===== src/rtl/enhanced_decryption_module.sv =====
// Iterative decryptor for the 3-round nibble-substitution / rotate / key-XOR cipher, one round per clock.
// Optional DEC_ZEROIZE_EN: clears state, key_reg and data_out on the output handshake.
module enhanced_decryption_module #(
    parameter int unsigned N      = 8,
    parameter int unsigned ROUNDS = 3
) (
    input  logic         clk,
    input  logic         rst,
    input  logic         in_valid,
    output logic         in_ready,
    input  logic [N-1:0] data_in,
    input  logic [N-1:0] key,
    output logic         out_valid,
    input  logic         out_ready,
    output logic [N-1:0] data_out
);

    localparam int unsigned RW  = (ROUNDS > 1) ? $clog2(ROUNDS) : 1;
    localparam int unsigned NIB = N / 4;
    localparam logic [RW-1:0] LAST_ROUND = RW'(ROUNDS - 1);

    typedef enum logic [1:0] {
        IDLE = 2'd0,
        RUN  = 2'd1,
        DONE = 2'd2
    } fsm_e;

    fsm_e          fsm_q, fsm_d;
    logic [N-1:0]  state_q, state_d;
    logic [N-1:0]  key_reg_q, key_reg_d;
    logic [RW-1:0] round_q, round_d;
    logic          out_valid_q, out_valid_d;
    logic          in_ready_q, in_ready_d;
    logic [N-1:0]  data_out_q, data_out_d;
    logic [N-1:0]  round_out;

    function automatic logic [3:0] inv_sbox(input logic [3:0] x);
        case (x)
            4'h0: inv_sbox = 4'd6;
            4'h1: inv_sbox = 4'd10;
            4'h2: inv_sbox = 4'd3;
            4'h3: inv_sbox = 4'd15;
            4'h4: inv_sbox = 4'd0;
            4'h5: inv_sbox = 4'd14;
            4'h6: inv_sbox = 4'd8;
            4'h7: inv_sbox = 4'd12;
            4'h8: inv_sbox = 4'd5;
            4'h9: inv_sbox = 4'd2;
            4'hA: inv_sbox = 4'd1;
            4'hB: inv_sbox = 4'd9;
            4'hC: inv_sbox = 4'd11;
            4'hD: inv_sbox = 4'd4;
            4'hE: inv_sbox = 4'd7;
            default: inv_sbox = 4'd13;
        endcase
    endfunction

    // One inverse round: undo key XOR, undo rotate-left, undo nibble S-box.
    function automatic logic [N-1:0] dec_round(input logic [N-1:0] s, input logic [N-1:0] k);
        logic [N-1:0] x;
        logic [N-1:0] r;
        logic [N-1:0] o;
        x = s ^ k;
        r = {x[0], x[N-1:1]};
        o = '0;
        for (int i = 0; i < int'(NIB); i++) begin
            o[4*i +: 4] = inv_sbox(r[4*i +: 4]);
        end
        return o;
    endfunction

    always_comb begin
        round_out = dec_round(state_q, key_reg_q ^ N'(round_q));
    end

    always_comb begin
        fsm_d      = fsm_q;
        state_d    = state_q;
        key_reg_d  = key_reg_q;
        round_d    = round_q;
        data_out_d = data_out_q;
        case (fsm_q)
            IDLE: begin
                if (in_valid) begin
                    state_d   = data_in;
                    key_reg_d = key;
                    round_d   = LAST_ROUND;
                    fsm_d     = RUN;
                end
            end
            RUN: begin
                state_d = round_out;
                if (round_q == '0) begin
                    data_out_d = round_out;
                    fsm_d      = DONE;
                end else begin
                    round_d = round_q - RW'(1);
                end
            end
            DONE: begin
                if (out_ready) begin
                    fsm_d = IDLE;
`ifdef DEC_ZEROIZE_EN
                    state_d    = '0;
                    key_reg_d  = '0;
                    data_out_d = '0;
`endif
                end
            end
            default: fsm_d = IDLE;
        endcase
        out_valid_d = (fsm_d == DONE);
        in_ready_d  = (fsm_d == IDLE);
    end

    always_ff @(posedge clk) begin
        if (rst) begin
            fsm_q       <= IDLE;
            state_q     <= '0;
            key_reg_q   <= '0;
            round_q     <= '0;
            out_valid_q <= 1'b0;
            in_ready_q  <= 1'b1;
            data_out_q  <= '0;
        end else begin
            fsm_q       <= fsm_d;
            state_q     <= state_d;
            key_reg_q   <= key_reg_d;
            round_q     <= round_d;
            out_valid_q <= out_valid_d;
            in_ready_q  <= in_ready_d;
            data_out_q  <= data_out_d;
        end
    end

    assign in_ready  = in_ready_q;
    assign out_valid = out_valid_q;
    assign data_out  = data_out_q;

endmodule


===== config.mk =====
export PLATFORM = sky130hd
export DESIGN_NAME = enhanced_decryption_module
export DESIGN_NICKNAME = d
export VERILOG_FILES = /design/src/rtl/enhanced_decryption_module.sv
export SDC_FILE = /design/constraint.sdc
export NUM_CORES = 1
export LEC_CHECK = 0
export CORE_MARGIN = 3
export CORE_UTILIZATION = 24
export DETAILED_ROUTE_END_ITERATION = 10
export DONT_BUFFER_PORTS = 1
export GPL_TIMING_DRIVEN = 1
export PLACE_DENSITY = 0.42
export SLEW_MARGIN = 20
export SYNTH_ARGS = -nofsm -noshare
export SYNTH_HDL_FRONTEND = slang
export SYNTH_SLANG_ARGS = --single-unit

===== constraint.sdc =====
create_clock -name clk -period 4.65 [get_ports clk]
set_input_delay 0 -clock clk [delete_from_list [all_inputs] [get_ports clk]]
set_output_delay 0 -clock clk [all_outputs]
set_load 0.05 [all_outputs]

# After elaboration in Yosys (flattened, before gate mapping)
# Memory sizes are Yosys's and may differ from the RTL's.
# Index checks and enable logic that the tools add are counted.
# op_classes
addsub,1
mul,0
div,0
magnitude_cmp,0
n_eq_ne,5
n_shift,0
n_mux,9
bitwise_logic,2
n_reduce_logical,8
# op_table
operator,n
$pmux W8 S2,1
$mux W2,5
$mux W8,1
$xor A8 B2 Y8,1
$xor A8 B8 Y8,1
$logic_not A2 Y1,3
$pmux W2 S3,1
$reduce_and A2 Y1,3
$eq A2 B2 Y1 const B,2
$ne A2 B2 Y1 const B,2
$pmux W2 S2,1
$reduce_and A3 Y1,1
$eq A2 B1 Y1 const B,1
$reduce_bool A2 Y1,1
$sub A2 B1 Y2 const B,1
# word_totals
regBits,30
latchBits,0
ram_bits,0
rom_bits,128
in_bits,20
out_inout_bits,10
wordCells,34
mem_count,2
# mem_list
memory,depth,width,read_ports,rd_clocked_by_memory_dff,write_ports,line_no,source
(name not given),16,4,1,0,0,38,case (x)
(name not given),16,4,1,0,0,38,

# Depth between registers and ports, before layout
# depth
word_depth,4
mapped_depth,7

# Least setup slack after synthesis
# No wires, ideal clock.
# synth_timing
kind,register -> register
start,register state_q[1]
end,register state_q[3]
arrival_time_ps,1527
required_time_ps,4515
path_slack_ps,2988
stages_incl_launch_ff,7
n_path_buf,0
period_less_slack_ps,1662
path_cell_list,dfxtp_1 -> xnor2_1 -> xnor2_2 -> ha_1 -> mux2_2 -> a222oi_1 -> a211oi_1
# synth_between
elab_chain_len,3
# synth_rtl
element,line_no,source
from (decl),29,"logic [N-1:0] state_q, state_d;"
from (signal assigned),127,state_q <= state_d;
$xor A8 B8 Y8,63,x = s ^ k;
$mem_v2 Z16 W4,-,
$pmux W8 S2,82,case (fsm_q)
# Every way passes these cells.
# A chain may end at the register's enable or synchronous reset.

# Final worst setup path
# layout_timing
start,register state_q[4]
end,register state_q[1]
# The elaborated chain is that of the path after synthesis.

==> flow_summary.yaml <==
layout:
  antenna_cells: 0
  utilization_pct: 30.0
  final_cells: 267
  final_net_count: 215
  n_fill_cell: 699
  area_growth_pct: 19.9
  final_common_cell: "dfxtp_1"
  drive_gt1_share_pct: 14.7
  layout_common_cells: "dfxtp_1 (30), a21oi_1 (22), nand2_1 (21)"
clocking:
  cts_buffer_depth: 2
  cts_buffers: 5
  cts_resized: 0
  htree_levels: 2
  root_buffer: "clkbuf_8"
  cts_tree: "built"
  ctsHoldBuffers: 17
  cts.sinks: 30
  clkTransAtPathRegs_ps: 60
  postCtsSetupBuffers: 0
  clock_latency_ps: 280
synth:
  synth.avg_cell_area_um2: 9.13
  ys_types: 47
  ys_seq_area_share_pct: 37.6
  synthCells: 175
  yosysWarningCount: 0
  synth_top_area_share_pct: 37.6
  syn_area_um2: 1600
  synth-seq-cells: 30
  synthTopCellsByArea: "dfxtp_1 (38%), a21oi_1 (6.9%), nand2_1 (4.9%)"
  yosys.area.top_type: "dfxtp_1"
  synth_nets: 199
setup_path:
  critical-path-max-stage-delay_ps: 670
  slowest_stage: "xor2_1"
  cp.arrival_ps: 2420
  setup.worst_path.class: "flop to flop"
  cp-end-kind: "flop"
  critPathLaunchType: "flop"
  required_ps: 4820
  worstPathMaxFanout: 11
  crit_chain: "xor2_1 > nor2_1 > nor4_2 > a211oi_2 > dlygate4sd3_1"
floorplan:
  core_um2: 6390
  die-area_um2: 7670
  die_w_um: 87.6
  ios: 30
  die_h_um: 87.6
  rows: 29
  initial_utilization_pct: 25.0
timing:
  finalHoldViolCount: 0
  drv_slew: 0
  period_share_pct: 48.4
  rsz0062_at_grt: "no"
  relSlewSlack_pct: 34.6
  worst-slew-pin-transition_ps: 977
  min_period_ps: 2250
  final-setup-viol-count: 0
  skew_ps: 2.58
  tns_ps: 0
  fmax_mhz: 445
drt:
  vias: 1318
  avgViaCountPerCell: 4.94
  finalWirelength_um: 4020
  postRouteAntennaNets: 0
  drt-pass1-iter-count: 4
  wl_per_cell_um: 15.1
  drc_errors: 0
  drtIter0Drc: 92
power_and_ir_drop:
  power_density_nw_per_um2: 438
  peakVddDrop_mv: 0.141
  leakagePower_nw: 0.691
placement:
  numPortBuffers: 0
  place_congestion: 0.765
  dp.cells: 244
  post-dp-hpwl_um: 2820
grt:
  grtUsageTotal_pct: 11.1
  grt-ovfl-total: 0
  antenna_found_initial: 0
  grt_max_degree: 31
  grt_first_pass_wirelength_um: 6470
  grt_pass1_vias: 1301
min_path:
  hp-class: "input port to flop"
flow_run:
  drv_cap: 0
run_status:
  status: "finished clean"
cell families after synthesis:
family | Yosys count | share of synthesized area, %
simple gates | 55 | 16.5
compound gates | 54 | 23.9
flops | 30 | 37.6
xor+xnor | 15 | 12.5
buf+inv | 13 | 3.76
mux | 4 | 2.58
fa+ha+maj | 4 | 3.13
power breakdown:
group | internal, mW | switching, mW
Clock | 0.114 | 0.0962
Combinational | 0.111 | 0.157
Sequential | 0.289 | 0.0705
Total | 0.514 | 0.324
cell usage after synthesis, drive strengths merged:
master / number
a21oi: 23
o22ai: 3
a211oi: 9
nor3: 7
inv: 5
xor3: 1
xnor3: 1
a222oi: 1
and2: 1
and2b: 1
or2: 1
o21ai: 3
a21o: 1
and3: 1
nor4: 5
a221o: 1
a22oi: 4
o31ai: 1
nand2: 21
o21bai: 1
a31oi: 2
dfxtp: 30
o211ai: 2
xor2: 5
mux2: 1
buf: 4
mux2i: 3
xnor2: 8
nand2b: 2
ha: 4
o221ai: 2
a221oi: 1
nand3b: 2
nand3: 1
clkbuf: 4
nor2: 13
final cells by class:
| cell class | count | area [um2] | area share, % |
|---|---|---|---|
| clock buffer | 6 | 82.6 | 4.31 |
| inverter | 5 | 18.8 | 0.980 |
| multi-input combinational | 132 | 937 | 48.9 |
| sequential | 30 | 601 | 31.4 |
| tap | 77 | 96.3 | 5.03 |
| timing repair buffer | 17 | 180 | 9.41 |
metal layers:
layer	part of all wire, %	wire length, um	track usage (%)
met4	1.6	63	4.60
met1	49	1970	14.9
met2	44	1760	17.1
met3	5.6	224	2.63
met5	0	0	0
critical path: cells and delay by family, from the launching register on:
family / cells / cell delay [ps]
and+or+nand+nor: 2 / 480
DFF: 1 / 350
buffers and inverters: 1 / 560
AOI/OAI and AO/OA: 1 / 70
xor gates and xnor gates: 1 / 670
state kept, by name, summed over array words and instances, names as in the netlist:
signal     cells
state_q        8
in_ready       1
data_out       8
key_reg_q      8
out_valid      1
fsm_q          2
round_q        2
worst paths after layout:
check	startpoint	to	slack, ps	cells past startpoint
setup / recovery	state_q[4]	state_q[1]	2400	5
hold / removal	data_in[6]	state_q[6]	20	3
setup reg to reg	state_q[4]	state_q[1]	2400	5
hold reg to reg	key_reg_q[4]	key_reg_q[4]	470	2
through the flow:
| stage | setup WS [ps] | area, um2 | total power [mW] | hold WS, ps |
|---|---|---|---|---|
| after global routing | 2230 | 1920 | 0.894 | 40.0 |
| final | 2400 | 1920 | 0.838 | 22.9 |
| after detailed placement | 2710 | 1650 | 0.613 | 70.8 |
| after CTS | 2420 | 1920 | 0.848 | 14.4 |
| after global placement | 2720 | 1650 | 0.618 | 70.9 |
| after floorplan | 2990 | 1600 | 0.571 | 136 |
No activity file was read; power rests on OpenSTA's default activity.
